File: config.mk
export PLATFORM = sky130hd
export DESIGN_NAME = rf_writeback
export DESIGN_NICKNAME = d
export VERILOG_FILES = /design/src/rtl/rf_writeback.sv
export SDC_FILE = /design/constraint.sdc
export NUM_CORES = 1
export LEC_CHECK = 0
export CAP_MARGIN = 40
export CORE_MARGIN = 2
export CORE_UTILIZATION = 45
export CTS_CLUSTER_DIAMETER = 80
export DETAILED_ROUTE_END_ITERATION = 12
export PLACE_DENSITY = 0.7
export SETUP_SLACK_MARGIN = 0.4
export SYNTH_ARGS = -nofsm -noshare
export SYNTH_HDL_FRONTEND = slang
export SYNTH_SLANG_ARGS = --single-unit
File: constraint.sdc
create_clock -name clk -period 3.7 [get_ports clk]
set_input_delay 0.925 -clock clk [delete_from_list [all_inputs] [get_ports clk]]
set_output_delay 0.925 -clock clk [all_outputs]
set_load 0.01 [all_outputs]
File: src/rtl/rf_writeback.sv
// Register-file write-side master: LSU-over-ALU write-port arbitration plus a
// per-register pending-write scoreboard for decode-stage RAW hazard queries.
module rf_writeback #(
    parameter int DATA_WIDTH  = 32,
    parameter int REG_NUM     = 32,
    parameter int REG_NUM_BIT = 5
) (
    input  logic                   clk,
    input  logic                   rst,
    input  logic                   alu_valid,
    output logic                   alu_ready,
    input  logic [REG_NUM_BIT-1:0] alu_rd,
    input  logic [DATA_WIDTH-1:0]  alu_data,
    input  logic                   lsu_valid,
    output logic                   lsu_ready,
    input  logic [REG_NUM_BIT-1:0] lsu_rd,
    input  logic [DATA_WIDTH-1:0]  lsu_data,
    input  logic                   iss_valid,
    output logic                   iss_ready,
    input  logic [REG_NUM_BIT-1:0] iss_rd,
    input  logic [REG_NUM_BIT-1:0] q_a,
    input  logic [REG_NUM_BIT-1:0] q_b,
    output logic                   busy_a,
    output logic                   busy_b,
    output logic                   rf_wen,
    output logic [REG_NUM_BIT-1:0] rf_waddr,
    output logic [DATA_WIDTH-1:0]  rf_wdata
);

    logic [1:0]             cnt [REG_NUM];
    logic [REG_NUM-1:0]     inc_vec;
    logic [REG_NUM-1:0]     dec_vec;
    logic                   acc_valid;
    logic [REG_NUM_BIT-1:0] acc_rd;
    logic [DATA_WIDTH-1:0]  acc_data;
    logic                   inc_en;

    assign lsu_ready = 1'b1;
    assign alu_ready = !lsu_valid;

    always_comb begin
        acc_valid = lsu_valid || alu_valid;
        acc_rd    = lsu_valid ? lsu_rd   : alu_rd;
        acc_data  = lsu_valid ? lsu_data : alu_data;
    end

    // Readies and busy flags look only at valids, indices and counters.
    always_comb begin
        iss_ready = 1'b1;
        if (iss_rd != '0 && int'(iss_rd) < REG_NUM)
            iss_ready = (cnt[iss_rd] != 2'd3);
        busy_a = 1'b0;
        if (q_a != '0 && int'(q_a) < REG_NUM)
            busy_a = (cnt[q_a] != 2'd0);
        busy_b = 1'b0;
        if (q_b != '0 && int'(q_b) < REG_NUM)
            busy_b = (cnt[q_b] != 2'd0);
    end

    assign inc_en = iss_valid && iss_ready && (iss_rd != '0);

    always_comb begin
        inc_vec = '0;
        dec_vec = '0;
        for (int unsigned r = 1; r < REG_NUM; r++) begin
            inc_vec[r] = inc_en && (iss_rd == REG_NUM_BIT'(r));
            dec_vec[r] = rf_wen && (rf_waddr == REG_NUM_BIT'(r));
        end
    end

    always_ff @(posedge clk) begin
        if (rst) begin
            rf_wen   <= 1'b0;
            rf_waddr <= '0;
            rf_wdata <= '0;
            for (int unsigned r = 0; r < REG_NUM; r++)
                cnt[r] <= '0;
        end else begin
            // rd = 0 completes the handshake but never reaches the write port.
            rf_wen <= acc_valid && (acc_rd != '0);
            if (acc_valid && acc_rd != '0) begin
                rf_waddr <= acc_rd;
                rf_wdata <= acc_data;
            end
            cnt[0] <= '0;
            for (int unsigned r = 1; r < REG_NUM; r++) begin
                if (inc_vec[r] && !dec_vec[r])
                    cnt[r] <= cnt[r] + 2'd1;
                else if (dec_vec[r] && !inc_vec[r] && cnt[r] != 2'd0)
                    cnt[r] <= cnt[r] - 2'd1;
            end
        end
    end

endmodule

=== Word-level counts from Yosys, hierarchy flattened ===
Memories as Yosys holds them, arrays and structs flattened.
Cells that the tools add are included.

* Bits in registers: 38
* Memory bits (writable): 64
* Output and inout port bits: 43
* Logic and storage cells: 739
* Memories: 1

* Add/sub/neg operators: 62
* Equality and inequality tests: 63
* Mux-type cells: 288
* Bitwise operators: 63
* Reductions and logical operators: 259

{| class="wikitable"
|+ Memories
! memory !! words !! width !! rd ports !! clocked after Yosys merged registers in !! write ports !! RTL line !! text
|-
| cnt || 32 || 2 || 34 || 0 || 32 || 30 || <nowiki>logic [1:0] cnt [REG_NUM];</nowiki>
|}

{| class="wikitable"
|+ Operator list
! operator !! number
|-
| $mux 1 || 223
|-
| $eq 5x5->1 const B || 32
|-
| $logic_and 1x1->1 || 158
|-
| $mux 2 || 63
|-
| $eq 5x4->1 const B || 16
|-
| $reduce_bool 2->1 || 33
|-
| $logic_not 1->1 || 63
|-
| $or 1x1->1 || 63
|-
| $add 2x1->2 const B || 31
|-
| $sub 2x1->2 const B || 31
|-
| $eq 5x3->1 const B || 8
|-
| $mux 32 || 1
|-
| $eq 5x2->1 const B || 4
|-
| $reduce_bool 5->1 || 4
|-
| $eq 5x1->1 const B || 2
|-
| $mux 5 || 1
|-
| $ne 2x2->1 const B || 1
|-
| $logic_or 1x1->1 || 1
|}

=== Longest topological paths before layout ===
Gate-level depths: netlist (run 1).
An unclocked memory read counts as a cell.

* Depth after elaboration: 14
* Depth in mapped cells: 12
* Depth with buffers taken out: 6

=== Least setup slack after synthesis (run 1) ===
No wires, ideal clock.

* Kind: input to output
* Start point: input port q_a[2]
* End point: output port busy_a
* Arrival: 2.563 ns
* Required time: 2.775 ns
* Slack: 0.212 ns
* Stages on the path: 4
* Buffers on the path: 1
* Path through: clkbuf_1 -> mux4_2 -> mux4_2 -> mux2i_1

* Word-level cells in the longest chain between the ends: 3
* Elaborated cells on any way between the ends: 4
* Those cells by class: mux (1); reduce/logical (2); memory (1)

{| class="wikitable"
|+ Ends and longest elaborated chain
! element !! RTL line !! text
|-
| start: declaration || 21 || <nowiki>input logic [REG_NUM_BIT-1:0] q_a,</nowiki>
|-
| $mem_v2 32x2 || -- ||
|-
| $reduce_bool 2->1 || 54 || <nowiki>busy_a = (cnt[q_a] != 2'd0);</nowiki>
|-
| $mux 1 (*) || 53 || <nowiki>if (q_a != '0 && int'(q_a) < REG_NUM)</nowiki>
|-
| end: declaration || 23 || <nowiki>output logic busy_a,</nowiki>
|}

Every way passes the cells marked *; elsewhere a longest branch is shown, timed or not.

=== Worst setup path in the final report (run 1) ===
* Start point: input port q_b[2]
* End point: output port busy_b

* Word-level cells in the longest chain between the ends: 3
* Elaborated cells on any way between the ends: 4
* Those cells by class: mux (1); reduce/logical (2); memory (1)

{| class="wikitable"
|+ Ends and longest elaborated chain
! element !! RTL line !! text
|-
| start: declaration || 22 || <nowiki>input logic [REG_NUM_BIT-1:0] q_b,</nowiki>
|-
| $mem_v2 32x2 || -- ||
|-
| $reduce_bool 2->1 || 57 || <nowiki>busy_b = (cnt[q_b] != 2'd0);</nowiki>
|-
| $mux 1 (*) || 56 || <nowiki>if (q_b != '0 && int'(q_b) < REG_NUM)</nowiki>
|-
| end: declaration || 24 || <nowiki>output logic busy_b,</nowiki>
|}

Marks and branches as above.

==> results.yml, run 1 <==
timing:
  clock_skew_ns: 0.00691
  hold_viol: 0
  setup_violations: 0
  rsz0062_at_grt: "true"
  setup_tns_ns: 0
  relSlewSlack_pct: 42.2
  slew_violations: 0
  finalCriticalPeriod_ns: 3.42
  tightest_slew_ns: 0.864
  min_period_over_period_pct: 92.5
  hold-worst-slack_ns: 0.499
  fmax_mhz: 292
power_and_ir_drop:
  power_density_nw_per_um2: 318
  leakage_nw: 3.59
  clkPwrFrac_pct: 31.0
  netSwitchingFraction_pct: 31.8
  pwr-share-seq_pct: 42.5
  p_int_mw: 2.18
  share_comb_of_total_power_pct: 26.5
  ir_drop_mv: 0.252
  switchingPower_mw: 1.02
drt:
  detail_route.first_pass.iterations: 7
  antenna_left: 0
  wl_per_cell_um: 21.4
  wl_mm: 26.0
  remaining_drc_errors: 0
  viasPerCell: 6.47
  vias: 7880
  drtIter0Drc: 977
global_route:
  grt-ovfl-total: 0
  antenna_found_initial: 2
  grt_pass1_vias: 7539
  use_met1_pct: 36.8
  use_met3_pct: 8.31
  grt_start_max_net_pins: 48
  gr-usage-all-layers_pct: 29.2
  grt_util_met2_pct: 46.9
  grt_pass1_wl_mm: 40.8
  grt.busiest_layer: "met2"
synthesis:
  syn_avg_cell_area_um2: 9.24
  synth_edf_count: 62
  synth_ff_type: "edfxtp_1"
  ys_seq_elements: 100
  yosys_warnings: 0
  synth_cell_type_count: 79
  syn_nets: 921
  syn-cell-area_um2: 7630
  seq_area_frac_synth_pct: 34.4
  syn_inst: 826
  async_flop_share_pct: 0
floorplanning:
  initial_utilization_pct: 46.0
  dieArea_um2: 18000
  die_h_um: 134
  rows: 47
  fp.dieW_um: 134
  core_um2: 16600
  ios: 137
job:
  cap_viol_max_count: 0
clock_tree:
  numCtsBuffers: 9
  cts_tree: "done"
  cts-root-buf: "clkbuf_16"
  cts.htree.levels: 3
  clkTransAtPathRegs_ns: 0.08
  clkLatencyLatePin_ns: 0.37
  cts_sinks: 100
  cts_hold_buf: 0
  clock_path_buffers: 2
status:
  status: "finished, final reports clean"
place:
  io_buffer_count: 135
  detailed_place.area_um2: 9600
  hpwl_mm: 19.4
  globalplace.congestion: 0.996
min_path:
  hold_path.class: "reg -> reg"
  hold_depth: 2
setup_path:
  path_max_fanout: 7
  regToRegStartpoint: "cnt[15][1]$_SDFFCE_PN0P_"
  required_ns: 2.77
  arrival_ns: 2.50
  reg2reg_depth: 8
  cp-startpoint: "q_b[2]"
  reg2reg_slack_ns: 0.90
  worstSetupPathType: "in -> out"
  worstReg2RegEnd: "cnt[8][0]$_SDFFCE_PN0P_"
  critPathCaptureType: "output port"
  crit_path_end: "busy_b"
  worstSetupStartpointType: "input port"
cells_and_area:
  layout-drive-gt1-share_pct: 18.6
  final_common_cell: "nor2_1"
  postLayoutCellArea_um2: 10100
  nets: 1086
  fin_util_pct: 60.8
  final.fill_count: 1475
  final_cell_mix: "nor2_1, clkdlybuf4s50_1, buf_4, edfxtp_1, mux2i_1"
  area_growth_pct: 32.0
[worst min-delay path by stage]
stage,start,endpoint,slack (ns)
floorplan,rf_wdata[0]$_SDFFE_PP0P_,rf_wdata[0]$_SDFFE_PP0P_,0.52
global placement,rf_wdata[5]$_SDFFE_PP0P_,rf_wdata[5]$_SDFFE_PP0P_,0.48
detailed placement,rf_wdata[11]$_SDFFE_PP0P_,rf_wdata[11]$_SDFFE_PP0P_,0.49
CTS,rf_wdata[11]$_SDFFE_PP0P_,rf_wdata[11]$_SDFFE_PP0P_,0.50
global route,rf_wdata[11]$_SDFFE_PP0P_,rf_wdata[11]$_SDFFE_PP0P_,0.52
finish,rf_wdata[11]$_SDFFE_PP0P_,rf_wdata[11]$_SDFFE_PP0P_,0.50
[power groups by stage]
stage,logic [mW],clock network [mW],registers [mW]
6_report,0.847,0.993,1.36
5_1_grt,0.901,1.04,1.37
4_1_cts,0.831,0.993,1.36
3_5_place_dp,0.811,0,1.38
3_3_place_gp,0.799,0,1.38
2_1_floorplan,0.431,0,1.36
[layer usage]
| metal | part of all wire (%) | vias to the layer above | wire, um |
|---|---|---|---|
| li1 | - | 3578 | - |
| met1 | 38 | 3762 | 9950 |
| met2 | 47 | 466 | 12200 |
| met3 | 11 | 74 | 2880 |
| met4 | 3.8 | 0 | 988 |
| met5 | 0 | - | 0 |
[critical path, cell delays in order]
cell	delay, ns
buf_6	0.07
buf_8	0.12
mux4_2	0.49
mux4_2	0.49
mux2i_2	0.21
buf_2	0.18
[registers in the layout (all words and copies together) (netlist names)]
register and flops:
rf_wdata 32, rf_wen 1, rf_waddr 5, cnt 62
[cell usage after synthesis (5+ instances only)]
cell type,number,share of area [%]
a41oi_1,8,0.92
a2111oi_0,5,0.57
o21ai_0,26,1.7
nor2b_1,10,0.82
clkbuf_1,44,2.2
a211oi_1,39,3.8
o31ai_1,8,0.79
nand2b_1,12,0.98
and3_1,6,0.49
xor2_1,5,0.57
mux2i_1,55,7.2
a21oi_1,30,2.0
nor2_1,128,6.3
buf_6,6,0.89
nand2_1,41,2.0
buf_4,5,0.49
inv_1,8,0.39
nand4_1,19,1.6
edfxtp_1,62,24
o311ai_0,9,1.0
a311o_1,7,0.92
buf_2,7,0.46
buf_1,8,0.39
mux4_2,28,8.3
nand3_1,50,3.3
dfxtp_1,38,10
a31oi_1,5,0.41
o311ai_2,6,1.3
o211ai_1,13,1.3
o2111ai_1,6,0.69
nor3b_1,19,1.9
nor3_1,24,1.6
[area by class of cell]
class	count	area, um^2	share of cell area [%]
Antenna cell	2	5.00	0.0497
Clock buffer	10	239	2.37
Clock inverter	6	62.6	0.621
Inverter	8	30.0	0.298
Multi-Input combinational cell	648	4710	46.8
Sequential cell	100	2620	26.0
Tap cell	220	275	2.73
Timing Repair Buffer	224	2130	21.1
[per-stage QoR]
stage          power, mW  worst slack (ns)  cells
5_1_grt             3.31             0.239   1216
2_1_floorplan       1.79             0.404    826
4_1_cts             3.18             0.294   1216
3_5_place_dp        2.19            -0.597   1192
3_3_place_gp        2.18            -0.566   1191
6_report            3.20             0.277   1218
[logic make-up after synthesis]
logic type      share of synthesized area, %
simple gates                            22.9
compound gates                          20.6
flops                                   34.4
mux                                     16.2
buf+inv                                 4.79
xor+xnor                               0.918
fa+ha+maj                              0.164
other cells                           0.0491
[what timing repair did]
| action | 4_1_cts | 5_1_grt |
|---|---|---|
| resized for setup | 59 | 3 |
| buffers inserted | 7 | 0 |
| pin swaps | 8 | 1 |
| hold endpoints to repair | 0 | 0 |
| setup endpoints to repair | 79 | 9 |
| gates cloned | 1 | 0 |
Power figures use the tool's default switching activity.
==> inputs of run 2 (changes only) <==
--- a/config.mk
+++ b/config.mk
@@ -12,6 +12,7 @@
 export DETAILED_ROUTE_END_ITERATION = 12
 export PLACE_DENSITY = 0.7
 export SETUP_SLACK_MARGIN = 0.4
+export SLEW_MARGIN = 20
 export SYNTH_ARGS = -nofsm -noshare
 export SYNTH_HDL_FRONTEND = slang
 export SYNTH_SLANG_ARGS = --single-unit
==> run 2 against run 1 <==
Against the previous run:
- core utilization is 0.17 points higher
- non-clock buffer count is 1 higher
- clock skew is 0.0031 ns higher
- global-route usage stayed put
- sequential share of layout area is 0.071 points lower
- cell count hardly changed
- die area stayed put
- worst setup slack better by 0.014 ns
- register-to-register slack hardly changed
- largest cell class unchanged
- highest routed layer unchanged
==> results.yml, run 2 (synthesis results as in run 1) <==
clock_tree:
  clkLatencyLatePin_ns: 0.36
  clock_path_buffers: 2
  numCtsBuffers: 9
  cts_hold_buf: 0
  clkTransAtPathRegs_ns: 0.08
  cts-root-buf: "clkbuf_16"
  cts.htree.levels: 3
  cts_sinks: 100
  cts_tree: "done"
cells_and_area:
  multi_input_area_um2: 4710
  seq_area_um2: 2620
  largest_reg_flops: 62
  final_cell_count_no_fill: 1219
  layout-drive-gt1-share_pct: 18.7
  reg_top3: "cnt: 62 flops, rf_wdata: 32 flops, rf_waddr: 5 flops"
  final_cell_mix: "nor2_1, clkdlybuf4s50_1, buf_4, edfxtp_1, mux2i_1"
  final.fill_count: 1469
  area_growth_pct: 32.3
  postLayoutCellArea_um2: 10100
  largest-register: "cnt"
  final_common_cell: "nor2_1"
  nets: 1087
setup_path:
  critical_path_depth: 10
  required_ns: 2.77
  path_delay_family: "buffers and inverters"
  arrival_ns: 2.48
  reg2reg_depth: 8
  worstSetupStartpointType: "input port"
  path_max_fanout: 7
  path_buf_inv: 4
  critPathCaptureType: "output port"
  path_cells: "buf_8, bufbuf_16, buf_4, mux2_2, a32oi_2, nand3_2, nand2_2, nor2_1, nor2_1, buf_2"
  cpPeakStageDelay_ns: 0.35
  cpMostUsedCell: "nor2_1"
  worstSetupPathType: "in -> out"
  cp_slowest_cell: "mux2_2"
timing:
  clock_skew_ns: 0.00999
  min_period_over_period_pct: 92.1
  setup_violations: 0
  fmax_mhz: 293
  tightest_slew_ns: 0.818
  finalCriticalPeriod_ns: 3.41
  worst_slack_ns: 0.291
  relSlewSlack_pct: 45.4
  slew_violations: 0
  rsz0062_at_grt: "true"
  hold_viol: 0
  hold-worst-slack_ns: 0.498
power_and_ir_drop:
  totalPowerFinal_mw: 3.20
  power_density_nw_per_um2: 317
  ir_drop_mv: 0.248
  leakage_nw: 3.61
drt:
  drtIter0Drc: 932
  viasPerCell: 6.50
  wl_mm: 26.1
  vias: 7927
  wl_per_cell_um: 21.4
  detail_route.first_pass.iterations: 6
  remaining_drc_errors: 0
  antenna_left: 0
global_route:
  grt_pass1_vias: 7539
  grt-ovfl-total: 0
  gr-usage-all-layers_pct: 29.2
  antenna_found_initial: 2
  grt_pass1_wl_mm: 40.8
  grt_start_max_net_pins: 48
floorplanning:
  ios: 137
  dieArea_um2: 18000
  fp.dieW_um: 134
  core_um2: 16600
  initial_utilization_pct: 46.0
  die_h_um: 134
  rows: 47
place:
  pre_cts_ws_ns: -0.597
  globalplace.congestion: 0.996
  io_buffer_count: 135
  hpwl_mm: 19.4
  detailed_place.area_um2: 9600
  placed_cells: 1192
min_path:
  hold_depth: 2
  hold_path.class: "reg -> reg"
status:
  status: "finished, final reports clean"
job:
  cap_viol_max_count: 0
==> run 2: cell types whose count changed in the layout (fill, tap and decap cells not counted), sizes merged <==
cell	delta
buf	+1
==> run 2: metal layers <==
layer	global-route usage [%]	share of wire, %	up-vias
li1	-	-	3578
met1	36.8	38	3805
met2	46.9	47	470
met3	8.31	11	74
met4	12.2	3.7	0
met5	0	0	-
==> run 2: per-stage QoR <==
stage	utilization [%]	TNS, ns
after global routing	60.9	0
final	60.9	0
after CTS	60.6	0
after global placement	57.8	-5.80
after floorplan	-	0
after detailed placement	57.9	-9.58
==> run 2: area by class of cell <==
type | count | area share, %
clock inverter | 6 | 0.619
tap | 220 | 2.72
antenna | 2 | 0.0495
multi-input combinational | 648 | 46.7
clock buffer | 10 | 2.37
inverter | 8 | 0.297
timing repair buffer | 225 | 21.3
sequential | 100 | 26.0
==> run 2: path summary, 6_finish.rpt <==
kind	slack (ns)	to	startpoint
setup / recovery	0.29	iss_ready	iss_rd[0]
hold / removal	0.50	rf_wdata[11]$_SDFFE_PP0P_	rf_wdata[11]$_SDFFE_PP0P_
setup reg to reg	0.91	cnt[4][0]$_SDFFCE_PN0P_	cnt[12][1]$_SDFFCE_PN0P_
hold reg to reg	0.50	rf_wdata[11]$_SDFFE_PP0P_	rf_wdata[11]$_SDFFE_PP0P_
==> run 2: worst reg2reg max path: cells and delay by family (launching register included) <==
kind            cells  cell delay (ns)
compound gates      2             0.59
buf+inv             2             0.35
flops               1             0.48
mux                 1             0.50
simple gates        3             0.59
==> run 2: power by group <==
| group | internal, mW | switching (mW) | total, mW |
|---|---|---|---|
| Clock | 0.495 | 0.490 | 0.985 |
| Sequential | 1.26 | 0.0966 | 1.36 |
| Combinational | 0.427 | 0.425 | 0.852 |
==> run 2: repair_timing <==
action                                  CTS  global route
resized for setup                        59             3
cloned                                    1             0
buffers inserted                          7             0
endpoints found under the setup margin   79             9
pin swaps                                 8             1
